`src/rtl/logic_gate_unit.sv`:
```
// rtl/logic_gate_unit.sv - registered WIDTH-bit 8-function logic unit with valid/ready output, txn counter, optional self-test (SELFTEST_EN)
module logic_gate_unit #(
    parameter int WIDTH = 8,
    parameter int CNT_W = 16
) (
    input  logic             clk,
    input  logic             rst_n,
    input  logic             in_valid,
    output logic             in_ready,
    input  logic [2:0]       op,
    input  logic [WIDTH-1:0] a,
    input  logic [WIDTH-1:0] b,
    output logic             out_valid,
    input  logic             out_ready,
    output logic [WIDTH-1:0] y,
    output logic [CNT_W-1:0] txn_count,
    input  logic             sweep_start,
    output logic             sweep_busy,
    output logic             sweep_done,
    output logic             sweep_err
);

    // Opcode table: 000 NAND, 001 AND, 010 OR, 011 NOR, 100 XOR, 101 XNOR, 110 NOT A, 111 PASS A
    function automatic logic [WIDTH-1:0] gate_fn(
        input logic [2:0]       f_op,
        input logic [WIDTH-1:0] fa,
        input logic [WIDTH-1:0] fb
    );
        logic [WIDTH-1:0] r;
        case (f_op)
            3'b000:  r = ~(fa & fb);
            3'b001:  r = fa & fb;
            3'b010:  r = fa | fb;
            3'b011:  r = ~(fa | fb);
            3'b100:  r = fa ^ fb;
            3'b101:  r = ~(fa ^ fb);
            3'b110:  r = ~fa;
            default: r = fa;
        endcase
        return r;
    endfunction

    logic accept;
    logic handshake;

    assign accept    = in_valid && in_ready;
    assign handshake = out_valid && out_ready;

`ifdef SELFTEST_EN
    typedef enum logic [1:0] {
        ST_IDLE = 2'd0,
        ST_RUN  = 2'd1,
        ST_DONE = 2'd2
    } sweep_state_t;

    // Golden truth tables, one nibble per opcode (op 0 in the low nibble).
    // Within a nibble, bit {a,b} is the function output for that operand pair.
    localparam logic [31:0] GOLDEN = {
        4'b1100,  // PASS A
        4'b0011,  // NOT A
        4'b1001,  // XNOR
        4'b0110,  // XOR
        4'b0001,  // NOR
        4'b1110,  // OR
        4'b1000,  // AND
        4'b0111   // NAND
    };

    sweep_state_t     state;
    sweep_state_t     state_nxt;
    logic [4:0]       idx;
    logic             sweep_go;
    logic [2:0]       sw_op;
    logic [WIDTH-1:0] sw_a;
    logic [WIDTH-1:0] sw_b;
    logic [WIDTH-1:0] sw_res;
    logic [WIDTH-1:0] sw_exp;
    logic             sw_mismatch;

    assign sweep_go    = (state == ST_IDLE) && sweep_start && !out_valid;
    assign sw_op       = idx[4:2];
    assign sw_a        = {WIDTH{idx[1]}};
    assign sw_b        = {WIDTH{idx[0]}};
    assign sw_res      = gate_fn(sw_op, sw_a, sw_b);
    assign sw_exp      = {WIDTH{GOLDEN[idx]}};
    assign sw_mismatch = (sw_res != sw_exp);

    assign sweep_busy  = (state == ST_RUN);
    assign sweep_done  = (state == ST_DONE);

    // A launching sweep also blocks input so no result can land in y during RUN
    assign in_ready    = !sweep_busy && !sweep_go && (!out_valid || out_ready);

    // Sweep state register
    always_ff @(posedge clk or negedge rst_n) begin
        if (!rst_n) begin
            state <= ST_IDLE;
        end else begin
            state <= state_nxt;
        end
    end

    // Sweep next-state: IDLE -> RUN (32 vectors) -> DONE (one cycle) -> IDLE
    always_comb begin
        state_nxt = state;
        case (state)
            ST_IDLE: if (sweep_go) state_nxt = ST_RUN;
            ST_RUN:  if (idx == 5'd31) state_nxt = ST_DONE;
            ST_DONE: state_nxt = ST_IDLE;
            default: state_nxt = ST_IDLE;
        endcase
    end

    // Vector index and sticky mismatch flag
    always_ff @(posedge clk or negedge rst_n) begin
        if (!rst_n) begin
            idx       <= 5'd0;
            sweep_err <= 1'b0;
        end else if (sweep_go) begin
            idx       <= 5'd0;
            sweep_err <= 1'b0;
        end else if (state == ST_RUN) begin
            idx <= idx + 5'd1;
            if (sw_mismatch) begin
                sweep_err <= 1'b1;
            end
        end
    end
`else
    logic unused_sweep_start;

    assign unused_sweep_start = sweep_start;
    assign sweep_busy         = 1'b0;
    assign sweep_done         = 1'b0;
    assign sweep_err          = 1'b0;
    assign in_ready           = !out_valid || out_ready;
`endif

    // One-deep output register: load on accept, clear valid on a bare drain, otherwise hold
    always_ff @(posedge clk or negedge rst_n) begin
        if (!rst_n) begin
            out_valid <= 1'b0;
            y         <= '0;
        end else if (accept) begin
            out_valid <= 1'b1;
            y         <= gate_fn(op, a, b);
        end else if (handshake) begin
            out_valid <= 1'b0;
        end
    end

    // Count completed output handshakes, wrapping naturally
    always_ff @(posedge clk or negedge rst_n) begin
        if (!rst_n) begin
            txn_count <= '0;
        end else if (handshake) begin
            txn_count <= txn_count + {{(CNT_W-1){1'b0}}, 1'b1};
        end
    end

endmodule
```
`config.mk`:
```
export PLATFORM = sky130hd
export DESIGN_NAME = logic_gate_unit
export DESIGN_NICKNAME = d
export VERILOG_FILES = /design/src/rtl/logic_gate_unit.sv
export SDC_FILE = /design/constraint.sdc
export NUM_CORES = 1
export LEC_CHECK = 0
export BUFFER_PORTS_ARGS = -buffer_cell sky130_fd_sc_hd__buf_2
export CAP_MARGIN = 10
export CORE_UTILIZATION = 50
export CTS_CLUSTER_SIZE = 12
export DETAILED_ROUTE_END_ITERATION = 12
export GPL_TIMING_DRIVEN = 0
export PLACE_DENSITY = 0.84
export SLEW_MARGIN = 20
export SYNTH_ARGS = -nofsm -noshare
export SYNTH_HDL_FRONTEND = slang
export SYNTH_SLANG_ARGS = --single-unit
```
`constraint.sdc`:
```
create_clock -name clk -period 2.1 [get_ports clk]
set_clock_uncertainty 0.1 [all_clocks]
set_input_delay 0.42 -clock clk [delete_from_list [all_inputs] [get_ports clk]]
set_output_delay 0.42 -clock clk [all_outputs]
set_load 0.005 [all_outputs]
```
==> impl_results.md, run 1 <==
* Leak pwr at 1.10 nW
* Number of enable flip-flop cells after synthesis at 0
* Nets at 246
* Synthesis-to-layout area growth at 19.6%
* Area share of the largest cell type after synthesis at 37.9%
* CP startpoint: txn_count[0]
* Initial Utilization at 53.3%
* Most common cell in the netlist: inv_1
* Hold path cells at 2
* Worst path required time at 2.20 ns
* Max cap viols at 0
* Clock transition at path regs at 0.13 ns
* Synth area leader: dfrtp_1
* Initial antenna violation count at 0
* Total power draw at 1.24 mW
* Worst-path maximum fanout at 5
* WS Path Type: reg -> reg
* Vias in the first global route at 1108
* Die X at 59.5 um
* Antenna violation net count after detailed routing at 0
* Sequential area share after synthesis at 37.9%
* FMAX at 614 MHz
* Slew HR at 64.7%
* DP Cell Count at 243
* Row count at 20
* Detailed Route Iter0 Violations at 52
* Fraction of layout cells with a size suffix above 1 at 33.8%
* Simple-gate area share of the yosys netlist at 13.5%
* GR Util All Layers at 16.8%
* Worst R2R Path Depth at 4
* Slew Viols, Final at 0
* Largest family of logic cells by synthesized area: simple AND/OR/NAND/NOR gates
* Routed via count at 1190
* Grt total ovfl at 0
* Mapped Cells at 152
* PD cells at 628 nW/um2
* Hold Path Class: in -> reg
* ANT cells at 0
* DR DRC count at 0
* Hold Path Sink: out_valid
* Max VDD drop at 0.245 mV
* Status: finished, final reports clean
* Core ar. at 3100 um2
* Yosys warnings at 0
* Fin cells at 248
* CTS root buf: clkbuf_4
* Yosys cell types at 31
* CTS sink cnt at 25
* Mean post-synth cell area at 10.9 um2
* Top FF cell, synth: dfrtp_1
* Worst-Skew Late Latency at 0.30 ns
* Worst r2r src: txn_count[0]
* Startpoint types: flip-flop
* # IOs at 53
* Port-buffer cells at 45
* Post-synth top cells: inv_1 (27), dfrtp_1 (25), ha_1 (17), xor2_1 (17), nand2_1 (11)
* Vias/cell at 4.80
* First-pass GRT wire length at 4530 um
* Post-synthesis compound-gate area fraction at 2.42%
* Die Ht at 59.5 um
* Fin crit share at 77.6%
* CTS tree: yes
* Total CTS buffers at 3
* GPL Wtd Cong at 0.791
* Synth Area in Adders at 12.9%
* CTS-repair resized insts at 0
* Number of synthesized register bits at 25
* HP Start: in_valid
* TNS Setup at 0 ns
* CTS max path bufs at 2
* DRT Pass-1 Iters at 3
* Flop2flop setup slack at 0.47 ns
* Critical path data arrival time at 1.73 ns
* Synth Area in XOR/XNOR at 12.6%
* Worst r2r dst: txn_count[14]
* Die area at 3540 um2
* DPL Wire Length at 2290 um
* # H-tree levels at 1
* Routed WL per cell at 11.0 um
* Mapped cell area at 1650 um2
* Async set-reset flop share out of synthesis at 100%
* Mux share of post-synthesis cell area at 11.6%
* RSZ-0062 raised after global routing: no
* # fillers at 280
* Slew of the pin with the lowest slew margin at 0.529 ns
* Minimum clock period at 1.63 ns
* Detailed Route WL at 2720 um
* Final Hold Vio Count at 0
* Final setup fails at 0
* Worst Setup End Kind: flip-flop
* Top post-synthesis cells by area: dfrtp_1 (38%), ha_1 (13%), mux4_2 (11%)
* Largest net degree at the start of global routing at 26
## metrics by stage
step	area, um2	util (%)	setup WS, ns	hold WS [ns]
after floorplan	1660	-	0.467	0.0244
after global placement	1940	62.5	0.334	0.332
after detailed placement	1940	62.5	0.220	0.327
after CTS	1980	63.7	0.467	0.199
after global routing	1980	63.7	0.413	0.198
final	1980	63.7	0.471	0.206
## metal layers
| metal | global-route usage (%) | wire [um] | vias to the layer above |
|---|---|---|---|
| li1 | - | - | 592 |
| met4 | 6.98 | 27 | 0 |
| met5 | 0 | 0 | - |
| met2 | 31.3 | 1420 | 36 |
| met3 | 2.62 | 131 | 2 |
| met1 | 18.7 | 1140 | 560 |
## timing repair
item	in CTS	in global routing
endpoints found under the hold margin	25	0
hold buffers	1	0
setup endpoints to repair	0	0
setup buffers	0	0
## layout by cell type, fill, tap and decap left out
master         Yosys  final
buf_2              1     46
o21ai_0            1      1
buf_1              1      1
clkbuf_1           1      2
nand3_2            1      1
mux2_2             1      1
nand2b_1           2      2
ha_1              17     17
nand3_4            1      1
mux4_2             8      8
dlygate4sd3_1      0      1
and2_1             1      1
nor2_1             4      4
and4_1             1      1
xnor2_2            1      1
nand4_1            3      3
clkbuf_4           0      3
o21ai_1            7      7
nand4_4            1      1
and4_4             1      1
nor3_1             3      3
xor2_1            17     17
or3_4              1      1
buf_4              3      3
xnor2_1            5      5
nand3_1            3      3
and3_1             1      1
conb_1             1      3
dfrtp_1           25     25
nor4_2             1      1
buf_6              1      1
nand2_1           11     11
inv_1             27     27
## flip-flops by register name, summed over array words and instances (netlist names)
signal	cells
txn_count	16
y	8
out_valid	1
## cell type report
cell class,instances,area [um2],share of cell area [%]
Buffer,7,46.3,2.34
Clock buffer,4,26.3,1.33
Inverter,27,101,5.13
Multi-Input combinational cell,95,887,44.9
Sequential cell,25,626,31.6
Tap cell,44,55.1,2.78
Timing Repair Buffer,46,235,11.9
## worst max-delay path by stage
stage	to	slack, ns	cells past startpoint
2_1_floorplan	y[2]	0.47	6
3_3_place_gp	y[2]	0.33	7
3_5_place_dp	y[2]	0.22	7
4_1_cts	txn_count[14]	0.47	4
5_1_grt	txn_count[14]	0.41	4
6_report	txn_count[14]	0.47	4
## cells by family (layout without fill, tap and decap cells)
family | Yosys count | after routing
buffers and inverters | 34 | 84
AO/OA/AOI/OAI | 8 | 8
multiplexers | 9 | 9
XOR/XNOR | 23 | 23
adder cells (fa/ha/maj) | 17 | 17
AND/OR/NAND/NOR | 35 | 35
other | 1 | 3
flip-flops | 25 | 25
## report_power, final
group / internal [mW] / switching (mW)
clock: 0.0740 / 0.130
combinational: 0.196 / 0.166
sequential: 0.565 / 0.109
total: 0.835 / 0.406
## critical path, stage by stage (launching register included)
cell,delay [ns]
dfrtp_1,0.49
ha_1,0.27
nand3_4,0.11
or3_4,0.42
xnor2_2,0.13
Power figures use the tool's default switching activity.
==> run 2: changes to the inputs <==
- clock period: 2.1 -> 1.65 ns (I/O delays scaled with it)
==> run 2 against run 1 <==
- clock power is 26% higher
- global-route usage did not move
- critical path type unchanged
- combinational power up 27%
==> impl_results.md, run 2 (synthesis results as in run 1) <==
* FMAX at 635 MHz (+3.4%)
* Port-buffer cells at 45 (unchanged)
* Die Ht at 59.5 um (unchanged)
* GPL Wtd Cong at 0.791 (unchanged)
* Initial antenna violation count at 0 (unchanged)
* # H-tree levels at 1 (unchanged)
* Largest register by flop count: txn_count
* DRT Pass-1 Iters at 3 (unchanged)
* Crit path largest cell delay at 0.43 ns (-0.06 ns)
* Die area at 3540 um2 (unchanged)
* Worst path slowest cell: dfrtp_1
* CTS tree: yes
* Detailed Route WL at 2710 um (-0.18%)
* Final Hold Vio Count at 0 (unchanged)
* Routed WL per cell at 10.9 um (-0.18%)
* Detailed Route Iter0 Violations at 50 (-3.8%)
* Vias in the first global route at 1108 (unchanged)
* Worst-Skew Late Latency at 0.30 ns (about the same)
* Reported net switching power at 0.514 mW (+27%)
* Grt total ovfl at 0 (unchanged)
* Critical path data arrival time at 1.68 ns (-0.05 ns)
* First-pass GRT wire length at 4530 um (unchanged)
* Worst-path maximum fanout at 4 (-1)
* RSZ-0062 raised after global routing: no
* Clock transition at path regs at 0.12 ns (about the same)
* DR DRC count at 0 (unchanged)
* Post-CTS setup buffers at 0 (unchanged)
* Max cap viols at 0 (unchanged)
* ANT cells at 0 (unchanged)
* Status: finished, final reports clean
* Final Cell Area at 1980 um2 (+0.19%)
* Worst path required time at 1.75 ns (-0.45 ns)
* Worst Slack Setup Final at 0.0752 ns (-0.396 ns)
* CTS sink cnt at 25 (unchanged)
* # IOs at 53 (unchanged)
* Routed via count at 1189 (-0.084%)
* DP Cell Count at 243 (unchanged)
* Nets at 246 (unchanged)
* Minimum clock period at 1.57 ns (-0.0542 ns)
* Fraction of layout cells with a size suffix above 1 at 35.3% (+1.5 points)
* Worst Setup End Kind: flip-flop
* Flop pwr share at 54.6% (+0.2 points)
* Initial Utilization at 53.3% (unchanged)
* Setup WS pre-CTS at -0.140 ns (-0.360 ns)
* Row count at 20 (unchanged)
* Leak pwr at 1.09 nW (-0.28%)
* Commonest non-fill, non-tap cell in the layout: buf_2
* GR Util All Layers at 16.8% (unchanged)
* Total power draw at 1.58 mW (+28%)
* Core ar. at 3100 um2 (unchanged)
* Placement Cell Area at 1940 um2 (unchanged)
* Switching fraction of total power at 32.4% (-0.28 points)
* Cell-internal power at 1.07 mW (+28%)
* Largest net degree at the start of global routing at 26 (unchanged)
* Clock share of power at 16.3% (-0.2 points)
* CTS max path bufs at 2 (unchanged)
* Final setup fails at 0 (unchanged)
* Max reg flops at 16 (unchanged)
* Max VDD drop at 0.315 mV (+29%)
* Hold WS at 0.118 ns (-0.0882 ns)
* Slew of the pin with the lowest slew margin at 0.531 ns (+0.00208 ns)
* Crit-path cells: and4_4 > nand3_4 > or3_4 > xnor2_2
* Largest regs: txn_count (16), y (8), out_valid (1)
* Die X at 59.5 um (unchanged)
* Fin crit share at 95.4% (+18 points)
* Synthesis-to-layout area growth at 19.8%
* Antenna violation net count after detailed routing at 0 (unchanged)
* Slew Viols, Final at 0 (unchanged)
* Slew HR at 64.6% (-0.14 points)
* PD cells at 800 nW/um2 (+27%)
* WS Path Type: reg -> reg
* CTS root buf: clkbuf_4
* Startpoint types: flip-flop
* Total CTS buffers at 3 (unchanged)
* Fin cells at 248 (unchanged)
* Comb power frac at 29.1% (about the same)
* DPL Wire Length at 2290 um (unchanged)
* Vias/cell at 4.79 (about the same)
* Hold Path Class: in -> reg
* Most frequent cells in the layout: buf_2 (46), inv_1 (27), dfrtp_1 (22)
run 2: cell count changes in the layout (fill, tap and decap cells not counted):
| cell | change |
|---|---|
| dfrtp_1 | -3 |
| dfrtp_2 | +3 |
run 2: layer usage:
| metal | vias up | GRT usage, % | share of wire [%] |
|---|---|---|---|
| li1 | 592 | - | - |
| met3 | 2 | 2.62 | 4.8 |
| met2 | 36 | 31.3 | 53 |
| met1 | 559 | 18.7 | 41 |
| met4 | 0 | 6.98 | 1.0 |
| met5 | - | 0 | 0 |
run 2: final timing paths:
check                               from            end  slack, ns  depth (start not counted)
hold reg to reg            txn_count[15]  txn_count[15]       0.37                          1
setup / recovery            txn_count[3]  txn_count[14]       0.08                          4
min in group asynchronous          rst_n   txn_count[2]       0.42                          2
max in group asynchronous          rst_n   txn_count[0]       0.65                          2
hold / removal                  in_valid      out_valid       0.12                          2
setup reg to reg            txn_count[3]  txn_count[14]       0.08                          4
run 2: metrics by stage:
step | setup TNS (ns) | util [%]
2_1_floorplan | 0 | -
3_5_place_dp | -0.399 | 62.5
6_report | 0 | 63.8
5_1_grt | 0 | 63.8
4_1_cts | 0 | 63.7
3_3_place_gp | -0.0617 | 62.5
run 2: timing repair:
item                                   4_1_cts  5_1_grt
resized for setup                            0        3
setup endpoints to repair                    0        1
hold buffers                                 1        0
endpoints found under the hold margin       25        0
run 2: power groups by stage:
stage / Combinational (mW) / Clock (mW) / Sequential [mW]
floorplan: 0.262 / 0 / 0.865
global placement: 0.448 / 0 / 0.866
detailed placement: 0.468 / 0 / 0.872
CTS: 0.471 / 0.268 / 0.860
global route: 0.515 / 0.298 / 0.884
finish: 0.461 / 0.258 / 0.865
run 2: layout make-up:
class                   count  area (um2)
repair buffers             46         235
multi-input cells          95         887
inverters                  27         101
plain buffers               7        46.3
flip-flops and latches     25         629
well taps                  44        55.1
fillers                   279        1120
clock buffers               4        26.3
run 2: worst max-delay path: cells and delay by family (launching register included):
family / cells / cell delay (ns)
xor gates and xnor gates: 1 / 0.13
DFF: 1 / 0.43
and+or+nand+nor: 3 / 0.81
==> run 3: changes to the inputs <==
- ABC_CLOCK_PERIOD_IN_PS: not set -> 1650
- CORE_ASPECT_RATIO: not set -> 1.5
==> run 3 against run 2 <==
- non-clock buffer count is the same
- register-to-register slack is essentially flat
- count of clock-buffer cells in the layout shrank 1
- wire length grew 8.3%
- utilization shrank 0.66 points
- setup slack gained 0.0044 ns
- die area grew 0.13%
- clock power grew 38%
- first-iteration DRC count shrank 86%
- cell count shrank 1.6%
- sequential power grew 0.5%
==> impl_results.md, run 3 (synthesis results as in run 1) <==
* Status: finished, final reports clean
* Worst Setup End Kind: flip-flop
* Die area at 3540 um2 (+0.13%)
* Routed WL per cell at 12.0 um (+10%)
* Grt total ovfl at 0 (unchanged)
* Post-CTS setup buffers at 0 (unchanged)
* Fin crit share at 95.2% (-0.27 points)
* Row count at 25 (+25%)
* Critical path data arrival time at 1.62 ns (-0.06 ns)
* Vias/cell at 4.91 (+2.5%)
* Port-buffer cells at 45 (unchanged)
* ANT cells at 0 (unchanged)
* Final Cell Area at 2000 um2 (+0.76%)
* Nets at 246 (unchanged)
* Synthesis-to-layout area growth at 20.7%
* Metal2 WL at 1650 um (+15%)
* DPL Wire Length at 2460 um (+7.5%)
* Minimum clock period at 1.57 ns (-0.00438 ns)
* Worst-path maximum fanout at 4 (unchanged)
* Final Core Density at 63.2% (-0.66 points)
* Total power draw at 1.70 mW (+7.0%)
* Placement Cell Area at 1940 um2 (-0.26%)
* Fraction of layout cells with a size suffix above 1 at 35.8% (+0.49 points)
* Max VDD drop at 0.619 mV (+96%)
* Largest register by flop count: txn_count
* Initial Utilization at 52.3% (-0.95 points)
* Die X at 48.9 um (-18%)
* Antenna violation net count after detailed routing at 0 (unchanged)
* # H-tree levels at 1 (unchanged)
* First-pass GRT wire length at 4890 um (+8.1%)
* Detailed Route WL at 2940 um (+8.3%)
* Largest regs: txn_count (16), y (8), out_valid (1)
* Total CTS buffers at 3 (unchanged)
* Slew HR at 63.5% (-1.1 points)
* Max cap viols at 0 (unchanged)
* Slew Viols, Final at 0 (unchanged)
* CTS root buf: clkbuf_8
* Clock transition at path regs at 0.09 ns (-0.03 ns)
* CTS sink cnt at 25 (unchanged)
* PD cells at 850 nW/um2 (+6.2%)
* Leak pwr at 1.10 nW (+0.96%)
* Routed via count at 1199 (+0.84%)
* Met1 Wirelength at 1070 um (-3.8%)
* Largest net degree at the start of global routing at 26 (unchanged)
* Max reg flops at 16 (unchanged)
* CTS tree: yes
* Die Ht at 72.4 um (+22%)
* FMAX at 637 MHz (+0.28%)
* Worst-Skew Late Latency at 0.26 ns (-0.04 ns)
* Most frequent cells in the layout: buf_2 (46), inv_1 (27), dfrtp_1 (22)
* CTS max path bufs at 2 (unchanged)
* # fillers at 265 (-5.0%)
* Commonest non-fill, non-tap cell in the layout: buf_2
* Hold Path Class: in -> reg
* DR DRC count at 0 (unchanged)
* Final Hold Vio Count at 0 (unchanged)
* Startpoint types: flip-flop
* Core ar. at 3160 um2 (+1.8%)
* Hold WS at 0.162 ns (+0.0440 ns)
* Final setup fails at 0 (unchanged)
* WS Path Type: reg -> reg
* Worst path required time at 1.70 ns (-0.05 ns)
* # IOs at 53 (unchanged)
* DRT Pass-1 Iters at 2 (-1)
* GR Util All Layers at 18.4% (+1.6 points)
* Detailed Route Iter0 Violations at 7 (-86%)
* WL met3 at 155 um (+18%)
* Max Used Layer: met4
* Vias in the first global route at 1182 (+6.7%)
* Initial antenna violation count at 0 (unchanged)
* RSZ-0062 raised after global routing: no
* GPL Wtd Cong at 0.755 (-4.6%)
* Slew of the pin with the lowest slew margin at 0.547 ns (+0.0159 ns)
[run 3: changes by cell type in the layout (fill, tap and decap cells not counted)]
cell / delta
clkinv_2: +1
clkbuf_4: -3
clkbuf_8: +3
clkbuf_1: -1
[run 3: worst paths after layout]
check | end | start | slack, ns | cells after the start
max | txn_count[14] | txn_count[3] | 0.08 | 4
max reg2reg | txn_count[14] | txn_count[3] | 0.08 | 4
min in group asynchronous | txn_count[3] | rst_n | 0.49 | 2
min reg2reg | txn_count[15] | txn_count[15] | 0.37 | 1
max in group asynchronous | txn_count[1] | rst_n | 0.57 | 2
min | out_valid | in_valid | 0.16 | 2
[run 3: metal layers]
metal	vias up	global-route usage (%)
li1	593	-
met1	561	17.9
met2	39	35.0
met3	6	3.98
met4	0	10.5
met5	-	0
[run 3: repair_timing]
| action | 4_1_cts | 5_1_grt |
|---|---|---|
| hold endpoints to repair | 25 | 0 |
| endpoints found under the setup margin | 0 | 1 |
| hold buffers | 1 | 0 |
| gates resized for setup | 0 | 3 |
[run 3: cell type report]
type | instances | area (um2) | share of cell area (%)
Clock inverter | 1 | 5.00 | 0.251
Sequential cell | 25 | 629 | 31.5
Clock buffer | 3 | 41.3 | 2.07
Multi-Input combinational cell | 95 | 887 | 44.5
Timing Repair Buffer | 46 | 235 | 11.8
Tap cell | 40 | 50.0 | 2.51
Buffer | 7 | 46.3 | 2.32
Inverter | 27 | 101 | 5.08
[run 3: report_power, final]
group / total (mW) / switching (mW) / internal (mW)
Clock: 0.356 / 0.187 / 0.169
Sequential: 0.869 / 0.142 / 0.728
Combinational: 0.470 / 0.220 / 0.251
Total: 1.70 / 0.549 / 1.15
[run 3: per-stage QoR]
| stage | cells | setup TNS (ns) | setup WS (ns) |
|---|---|---|---|
| 3_5_place_dp | 239 | -0.466 | -0.0922 |
| 2_1_floorplan | 154 | 0 | 0.107 |
| 3_3_place_gp | 239 | -0.0515 | -0.0237 |
| 4_1_cts | 244 | 0 | 0.0259 |
| 5_1_grt | 244 | 0 | 0.0185 |
| 6_report | 244 | 0 | 0.0796 |
[run 3: critical path, cell delays in order, from the launching register on]
cell and delay [ns]:
dfrtp_1 0.42, and4_4 0.28, nand3_4 0.10, or3_4 0.42, xnor2_2 0.14
